[config.mk]
export PLATFORM = sky130hd
export DESIGN_NAME = mem_wait_ram
export DESIGN_NICKNAME = d
export VERILOG_FILES = /design/src/rtl/mem_wait_ram.sv
export SDC_FILE = /design/constraint.sdc
export NUM_CORES = 1
export LEC_CHECK = 0
export ABC_AREA = 0
export CAP_MARGIN = 20
export CORE_ASPECT_RATIO = 0.6
export CORE_MARGIN = 2
export CORE_UTILIZATION = 48
export CTS_CLUSTER_DIAMETER = 60
export CTS_CLUSTER_SIZE = 10
export DETAILED_ROUTE_END_ITERATION = 6
export SETUP_SLACK_MARGIN = 0.1
export SYNTH_ARGS = -nofsm -noshare
export SYNTH_HDL_FRONTEND = slang
export SYNTH_SLANG_ARGS = --single-unit
[constraint.sdc]
create_clock -name clk -period 3.5 [get_ports clk]
set_clock_uncertainty 0.2 [all_clocks]
set_input_delay 0.7 -clock clk [delete_from_list [all_inputs] [get_ports clk]]
set_output_delay 0.7 -clock clk [all_outputs]
set_load 0.1 [all_outputs]
[src/rtl/mem_wait_ram.sv]
// Word-addressed data RAM with programmable wait states and an MFC handshake.
// Single port; the array is touched only on the completion edge of a request.
module mem_wait_ram #(
    parameter int DATA_W      = 16,
    parameter int ADDR_W      = 6,
    parameter int DEPTH       = 64,
    parameter int WAIT_CYCLES = 2
) (
    input  logic              clk,
    input  logic              rst,
    input  logic              mem_en,
    input  logic              rw,
    input  logic [ADDR_W-1:0] addr,
    input  logic [DATA_W-1:0] wdata,
    output logic [DATA_W-1:0] rdata,
    output logic              mfc,
    output logic              busy
);

    typedef enum logic [1:0] {IDLE, BUSY, DONE} state_t;

    state_t            state, state_d;
    logic [3:0]        cnt, cnt_d;
    logic              rw_q;
    logic [ADDR_W-1:0] addr_q;
    logic [DATA_W-1:0] wdata_q;
    logic              accept;
    logic              commit;
    logic              in_range;

    logic [DATA_W-1:0] mem [DEPTH];

    assign in_range = 32'(addr_q) < DEPTH;

    always_comb begin
        state_d = state;
        cnt_d   = cnt;
        accept  = 1'b0;
        commit  = 1'b0;
        case (state)
            IDLE: begin
                if (mem_en) begin
                    accept  = 1'b1;
                    cnt_d   = 4'(WAIT_CYCLES);
                    state_d = BUSY;
                end
            end
            BUSY: begin
                if (!mem_en) begin
                    state_d = IDLE;
                end else if (cnt != 4'd0) begin
                    cnt_d = cnt - 4'd1;
                end else begin
                    commit  = 1'b1;
                    state_d = DONE;
                end
            end
            DONE: begin
                if (!mem_en) state_d = IDLE;
            end
            default: state_d = IDLE;
        endcase
    end

    always_ff @(posedge clk or posedge rst) begin
        if (rst) begin
            state   <= IDLE;
            cnt     <= '0;
            rw_q    <= 1'b0;
            addr_q  <= '0;
            wdata_q <= '0;
            rdata   <= '0;
            mfc     <= 1'b0;
            busy    <= 1'b0;
        end else begin
            state <= state_d;
            cnt   <= cnt_d;
            mfc   <= (state_d == DONE);
            busy  <= (state_d != IDLE);
            if (accept) begin
                rw_q    <= rw;
                addr_q  <= addr;
                wdata_q <= wdata;
            end
            // Out-of-range reads complete normally but return zero
            if (commit && rw_q) begin
                rdata <= in_range ? mem[addr_q] : '0;
            end
        end
    end

    // Array has no reset; reset forces IDLE so commit cannot fire
    always_ff @(posedge clk) begin
        if (commit && !rw_q && in_range) begin
            mem[addr_q] <= wdata_q;
        end
    end

endmodule

==> metrics.md, run 1 <==
| Metric | Value |
|---|---|
| Rel. slew slack | 26.90% |
| Net Count, Synth | roughly 2,300 |
| Most common cell after layout, fill and taps aside | edfxtp_1 |
| Startpoint Class | flop |
| Crit path kind | reg -> reg |
| Syn Area/Cell | roughly 18 um^2 |
| Peak supply drop | between 600 and 700 uV |
| Initial antenna violation count | 11 |
| Reg2Reg Depth | 8 |
| Top achievable clock speed | between 200 and 300 MHz |
| CORE AREA | 0.08536 mm^2 |
| Number of remaining DRC errors | 8 |
| Synth warn | 0 |
| Dpl cells | approximately 3,600 |
| Seq/Total Area, Yosys | between 70% and 80% |
| Gr ovfl total | 0 |
| Unrepaired setup endpoints after global routing | false |
| Clock Sinks | 1,071 |
| Pwr Total | between 0.03 and 0.04 W |
| Die area | 0.08855 mm^2 |
| Worst Setup End Kind | flop |
| LEAKAGE | ~16 nW |
| Wire per inst | 35.80 um |
| CTS clk-pin slew, worst paths | around 0.060 ns |
| Tmin final | 3.411 ns |
| Run status | complete, but fails checks |
| Boundary Pins | 44 |
| Max Buffers Root-to-Sink | 3 |
| First-pass GRT wire length | 189.3 mm |
| Site Rows | 83 |
| First-pass iteration count of the detailed router | 7 |
| Routed WL | roughly 140 mm |
| Final setup viols | 0 |
| Number of flops mapped to enable cells by yosys | a little over 1,000 |
| Mux cell area share after synthesis | a little under a tenth |
| Mapped Cells | roughly 2,300 |
| Largest family of logic cells by synthesized area | multiplexers |
| Synth cell types | 68 |
| Register-to-register setup slack | approximately 0.09 ns |
| Pin count of the biggest net entering global routing | 65 |
| Post-synthesis compound-gate area fraction | a little under 9% |
| Final #Nets | ~2,600 |
| Worst skew pair latency | 0.73 ns |
| Die X | 382.8 um |
| Critical path arrival | between 3 and 4 ns |
| Area of placed instances | between 0.04 and 0.05 mm^2 |
| Die span in y | around 230 um |
| Slew @ Worst Pin | roughly 1.1 ns |
| Register area | around 0.032 mm^2 |
| Hold Path Class | in -> async |
| Worst r2r src | addr_q[1] |
| Failing checks | design-rule violations |
| Vias/cell | approximately 6.6 |
| Routed Antenna Nets | 0 |
| DP HPWL | roughly 89 mm |
| CP startpoint | addr_q[1] |
| Final hold slack | 0.06674 ns |
| Yosys top cell area share | 74.39% |
| CP max FO | 15 |
| Synthesized-area fraction occupied by adder cells | 0.06054% |
| Cell area power density | about 810 mW/mm^2 |
| Fin area | slightly below 0.05 mm^2 |
| Synth area leader | edfxtp_1 |
| Most frequent cells in the layout | edfxtp_1 (1,024), buf_4 (211), mux2i_1 (125) |
| End of the critical path | rdata[14] |
| Number of port buffers | between 40 and 50 |
| GP Congestion | between 1 and 1.5 |
| Ys flop type | edfxtp_1 |
| Htree depth | 3 |
| Top post-synthesis cells by area | edfxtp_1 (74%), mux4_2 (3.7%), mux2i_1 (3.0%), dfrtp_1 (2.8%), mux2_2 (2.5%) |
| CTS tree | built |
| Max cap viols | 0 |
| Initial Util | between 40% and 50% |
| Data required time of the worst path | roughly 3.8 ns |
| DRT iter0 DRCs | 4,090 |
| Reg2reg end | rdata[14] |
| Vias | between 20,000 and 25,000 |
| CTS buffer count | ~120 |
| #FFs+latches synth | around 1,100 |
| Non-filler cells, final | around 3,800 |
| Total GRT Usage | a little under a third |
| Slew Limit Fails | 0 |
| Multi-input gate area | about 0.0087 mm^2 |
| Xor and xnor fraction of the mapped netlist area | 0.04238% |
| Filler cells | between 6,000 and 7,000 |
| Area grow syn2layout | 18.70% |
| Finished Core Util | 57.48% |
| Post-synth ARST share | 4.388% |
| Number of global-route vias before repair | 23,760 |
| Tcrit/Tclk final | between 90% and 100% |
| Final Hold Viols | 0 |
| Simple-Gate Fraction of Synth Area | ~2.7% |
| Clk root buf | clkbuf_16 |
| Synth Cell Area | between 0.04 and 0.05 mm^2 |
| Fraction of layout cells with a size suffix above 1 | 23.85% |
flip-flops by register name (all words and copies together) (netlist names):
| signal | count |
|---|---|
| rw_q | 1 |
| state | 2 |
| mem | 1024 |
| cnt | 4 |
| wdata_q | 16 |
| rdata | 16 |
| addr_q | 6 |
| mfc | 1 |
| busy | 1 |
cell type report:
type / count / area share, %
Sequential cell: 1071 / 65.13
Timing Repair Buffer: 326 / 7.367
Multi-Input combinational cell: 1038 / 17.70
Antenna cell: 3 / 0.01530
Inverter: 7 / 0.05355
Clock buffer: 193 / 6.636
Tap cell: 1147 / 2.925
Clock inverter: 7 / 0.1658
cell usage after synthesis (all sizes together) (6+ instances only):
cell type / count
a222oi: 9
mux4: 67
edfxtp: 1024
o21ai: 65
nor2b: 7
clkbuf: 57
o211ai: 7
a211o: 6
nand2b: 6
buf: 95
nor2: 126
a31oi: 17
o22ai: 56
o221ai: 9
a221o: 14
a22oi: 71
mux2: 94
o32a: 10
o2bb2ai: 10
inv: 7
nor3: 8
mux2i: 125
dfrtp: 47
and3: 6
nand3: 21
a21oi: 66
nand2: 51
a221oi: 100
a22o: 20
a211oi: 8
routing by layer:
layer	vias up	wire, um	GRT usage [%]	share of wire, %
li1	9967	-	-	-
met1	12890	55670	46.21	41
met2	1814	56540	42.26	42
met3	232	19880	11.40	15
met4	10	3597	8.243	2.6
met5	-	65	0	0.048
how the worst min path moves through the flow:
stage | cells after the start | end
2_1_floorplan | 1 | busy
3_3_place_gp | 1 | busy
3_5_place_dp | 1 | rdata[7]
4_1_cts | 2 | wdata_q[6]
5_1_grt | 2 | wdata_q[6]
6_report | 2 | wdata_q[6]
power breakdown:
group | internal, W | switching, W | total, W
Sequential | 0.0157 | 0.00119 | 0.0169
Clock | 0.00633 | 0.00484 | 0.0112
Combinational | 0.00378 | 0.00816 | 0.0119
Total | 0.0258 | 0.0142 | 0.0400
repair_timing:
action                                  4_1_cts  5_1_grt
hold buffers                                  0        0
buffers inserted                              0        5
endpoints found under the setup margin        2        4
resized for setup                             2        3
cloned                                        0        0
worst max-delay path, stage by stage, from the launching register on:
cell	delay [ns]
dfrtp_4	0.60
buf_12	0.20
and2_2	0.29
buf_4	0.27
buf_4	0.22
a22oi_1	0.29
o22ai_1	0.13
a2111oi_1	0.82
a31oi_1	0.20
kinds of logic after synthesis:
group,after synthesis
muxes,286
buffers and inverters,159
adders and majority gates,2
DFF,1071
xor gates and xnor gates,2
and+or+nand+nor,250
AOI/OAI and AO/OA,498
through the flow:
step	TNS [ns]	setup WS, ns
after global routing	0	0.1307
after detailed placement	-0.1413	-0.1413
after global placement	-0.5334	-0.3855
after CTS	0	0.1544
final	0	0.08878
after floorplan	0	0.5425
(Power assumes the default switching activity.)
==> run 2: changes to the inputs <==
- CORE_UTILIZATION: 48 -> 60
- PLACE_DENSITY: default -> 0.77
- SLEW_MARGIN: default -> 20
==> metrics.md, run 2 (synthesized netlist as in run 1, its figures left out) <==
| Metric | Value |
|---|---|
| CP max FO | 23 |
| DRT iter0 DRCs | 4,858 |
| Tcrit/Tclk final | just under 100% |
| Clock Sinks | 1,071 |
| Wire per inst | 36.70 um |
| Final #Nets | ~2,600 |
| GP Congestion | ~1.0 |
| First-pass GRT wire length | ~180 mm |
| Peak supply drop | between 600 and 700 uV |
| Number of global-route vias before repair | around 24,000 |
| Clock share of power | about 28% |
| Startpoint Class | flop |
| Routed WL | ~130 mm |
| Unrepaired setup endpoints after global routing | false |
| Site Rows | 74 |
| LEAKAGE | roughly 16 nW |
| Vias/cell | around 7.2 |
| Internal Power | ~0.025 W |
| Pin count of the biggest net entering global routing | between 60 and 70 |
| Final setup viols | 0 |
| Flop pwr share | roughly 44% |
| Die X | ~340 um |
| CTS buffer count | around 120 |
| Gr ovfl total | 0 |
| Max Buffers Root-to-Sink | 3 |
| Data required time of the worst path | around 3.9 ns |
| Largest stage delay, worst path | approximately 0.75 ns |
| DP HPWL | 81.16 mm |
| Number of remaining DRC errors | 0 |
| Top achievable clock speed | just under 300 MHz |
| CTS clk-pin slew, worst paths | approximately 0.06 ns |
| Total GRT Usage | approximately 37% |
| Most common cell after layout, fill and taps aside | edfxtp_1 |
| Critical path's top delay family | compound AO/OA/AOI/OAI gates |
| Logic pwr share | between 20% and 30% |
| Crit-path slowest cell | o22ai_1 |
| First-pass iteration count of the detailed router | 7 |
| Critical path arrival | roughly 3.8 ns |
| Vias | between 20,000 and 30,000 |
| Crit path kind | reg -> reg |
| Initial Util | ~60% |
| Rel. slew slack | between 10% and 20% |
| Max cap viols | 0 |
| Boundary Pins | 44 |
| Initial antenna violation count | 9 |
| Most flops, register | mem |
| Largest regs | mem: 1024 flops, rdata: 16 flops, wdata_q: 16 flops |
| Fin area | 0.04838 mm^2 |
| Cell area power density | slightly above 800 mW/mm^2 |
| CP cell instances | inv_2 > buf_4 > a22oi_1 > o22ai_1 > a221oi_1 > o211ai_1 > o32a_1 |
| Most frequent cells in the layout | edfxtp_1 (1,024), buf_4 (183), mux2i_1 (125) |
| Setup tns final | 0 ns |
| Worst skew pair latency | around 0.70 ns |
| Die span in y | between 200 and 250 um |
| P_sw | roughly 0.014 W |
| Hold Path Class | in -> async |
| Routed Antenna Nets | 0 |
| CORE AREA | 0.06805 mm^2 |
| Worst Setup End Kind | flop |
| Max FFs per register | 1,024 |
| Die area | ~0.071 mm^2 |
| Fraction of layout cells with a size suffix above 1 | 22.87% |
| Switch share | 35.30% |
| Area grow syn2layout | 17.04% |
| Slew @ Worst Pin | 1.248 ns |
| CTS tree | built |
| Area of placed instances | around 0.045 mm^2 |
| Buf/Inv on CP | 2 |
| Run status | finished clean |
| Number of port buffers | between 40 and 50 |
| Final Hold Viols | 0 |
| Clk root buf | clkbuf_16 |
| Tmin final | 3.383 ns |
| Slew Limit Fails | 0 |
| Htree depth | 3 |
[run 2: cell types whose count changed in the layout (fill, tap and decap cells not counted), moves of 2 or more]
| cell | delta |
|---|---|
| buf_4 | -28 |
| clkbuf_1 | -11 |
| dfrtp_2 | -3 |
| dfrtp_4 | +3 |
| buf_12 | -2 |
| buf_16 | -2 |
| clkbuf_16 | -2 |
| clkinv_8 | +2 |
| inv_16 | +2 |
[run 2: repair_timing]
| item | 4_1_cts | 5_1_grt |
|---|---|---|
| hold buffers | 0 | 0 |
| pin swaps | 0 | 0 |
| endpoints found under the setup margin | 2 | 2 |
| gates resized for setup | 1 | 2 |
| setup buffers | 1 | 0 |
[run 2: metal layers]
layer	GRT usage [%]	routed length, um	up-vias
li1	-	-	9866
met1	54.94	47330	12750
met2	49.97	54160	2385
met3	14.47	23290	330
met4	10.36	4056	2
met5	0	13	-
[run 2: stage by stage]
step / power (W) / worst slack (ns) / hold WS (ns) / std cells / utilization [%]
2_1_floorplan: 0.02231 / 0.5425 / 0.2672 / 2268 / -
3_3_place_gp: 0.02766 / 0.1413 / 0.2968 / 3320 / 66.23
3_5_place_dp: 0.02791 / 0.02047 / 0.2916 / 3320 / 66.24
4_1_cts: 0.03876 / 0.1781 / 0.01908 / 3509 / 71.06
5_1_grt: 0.03992 / 0.1251 / 0.04392 / 3509 / 71.08
6_report: 0.03928 / 0.1173 / 0.03467 / 3511 / 71.09
[run 2: final timing paths]
check	start	end	slack, ns	cells after the start
worst max-delay path	addr_q[1]	rdata[3]	0.12	7
worst min-delay path	rst	wdata_q[13]	0.03	2
worst max register to register	addr_q[1]	rdata[3]	0.12	7
worst min register to register	state[1]	busy	0.31	1
max in group asynchronous	rst	addr_q[1]	2.54	3
min in group clk	state[1]	busy	0.31	1
[run 2: power groups by stage]
stage	clock (W)	sequential [W]	combinational, W
after floorplan	0	0.0174	0.00488
after global placement	0	0.0174	0.0103
after detailed placement	0	0.0174	0.0105
after CTS	0.0110	0.0172	0.0106
after global routing	0.0114	0.0173	0.0112
final	0.0109	0.0173	0.0111
[run 2: worst register-to-register path: cells and delay by family (launching register included)]
kind | cells | cell delay (ns)
flops | 1 | 0.68
compound gates | 5 | 1.56
buf+inv | 2 | 0.90
[run 2: layout make-up]
class / instances / area [um^2]
diodes: 2 / 5.005
multi-input cells: 1038 / 8660
flip-flops and latches: 1071 / 31960
well taps: 912 / 1141
repair buffers: 293 / 3308
fillers: 4028 / 19680
clock inverters: 8 / 107.6
inverters: 7 / 26.28
clock buffers: 180 / 3164
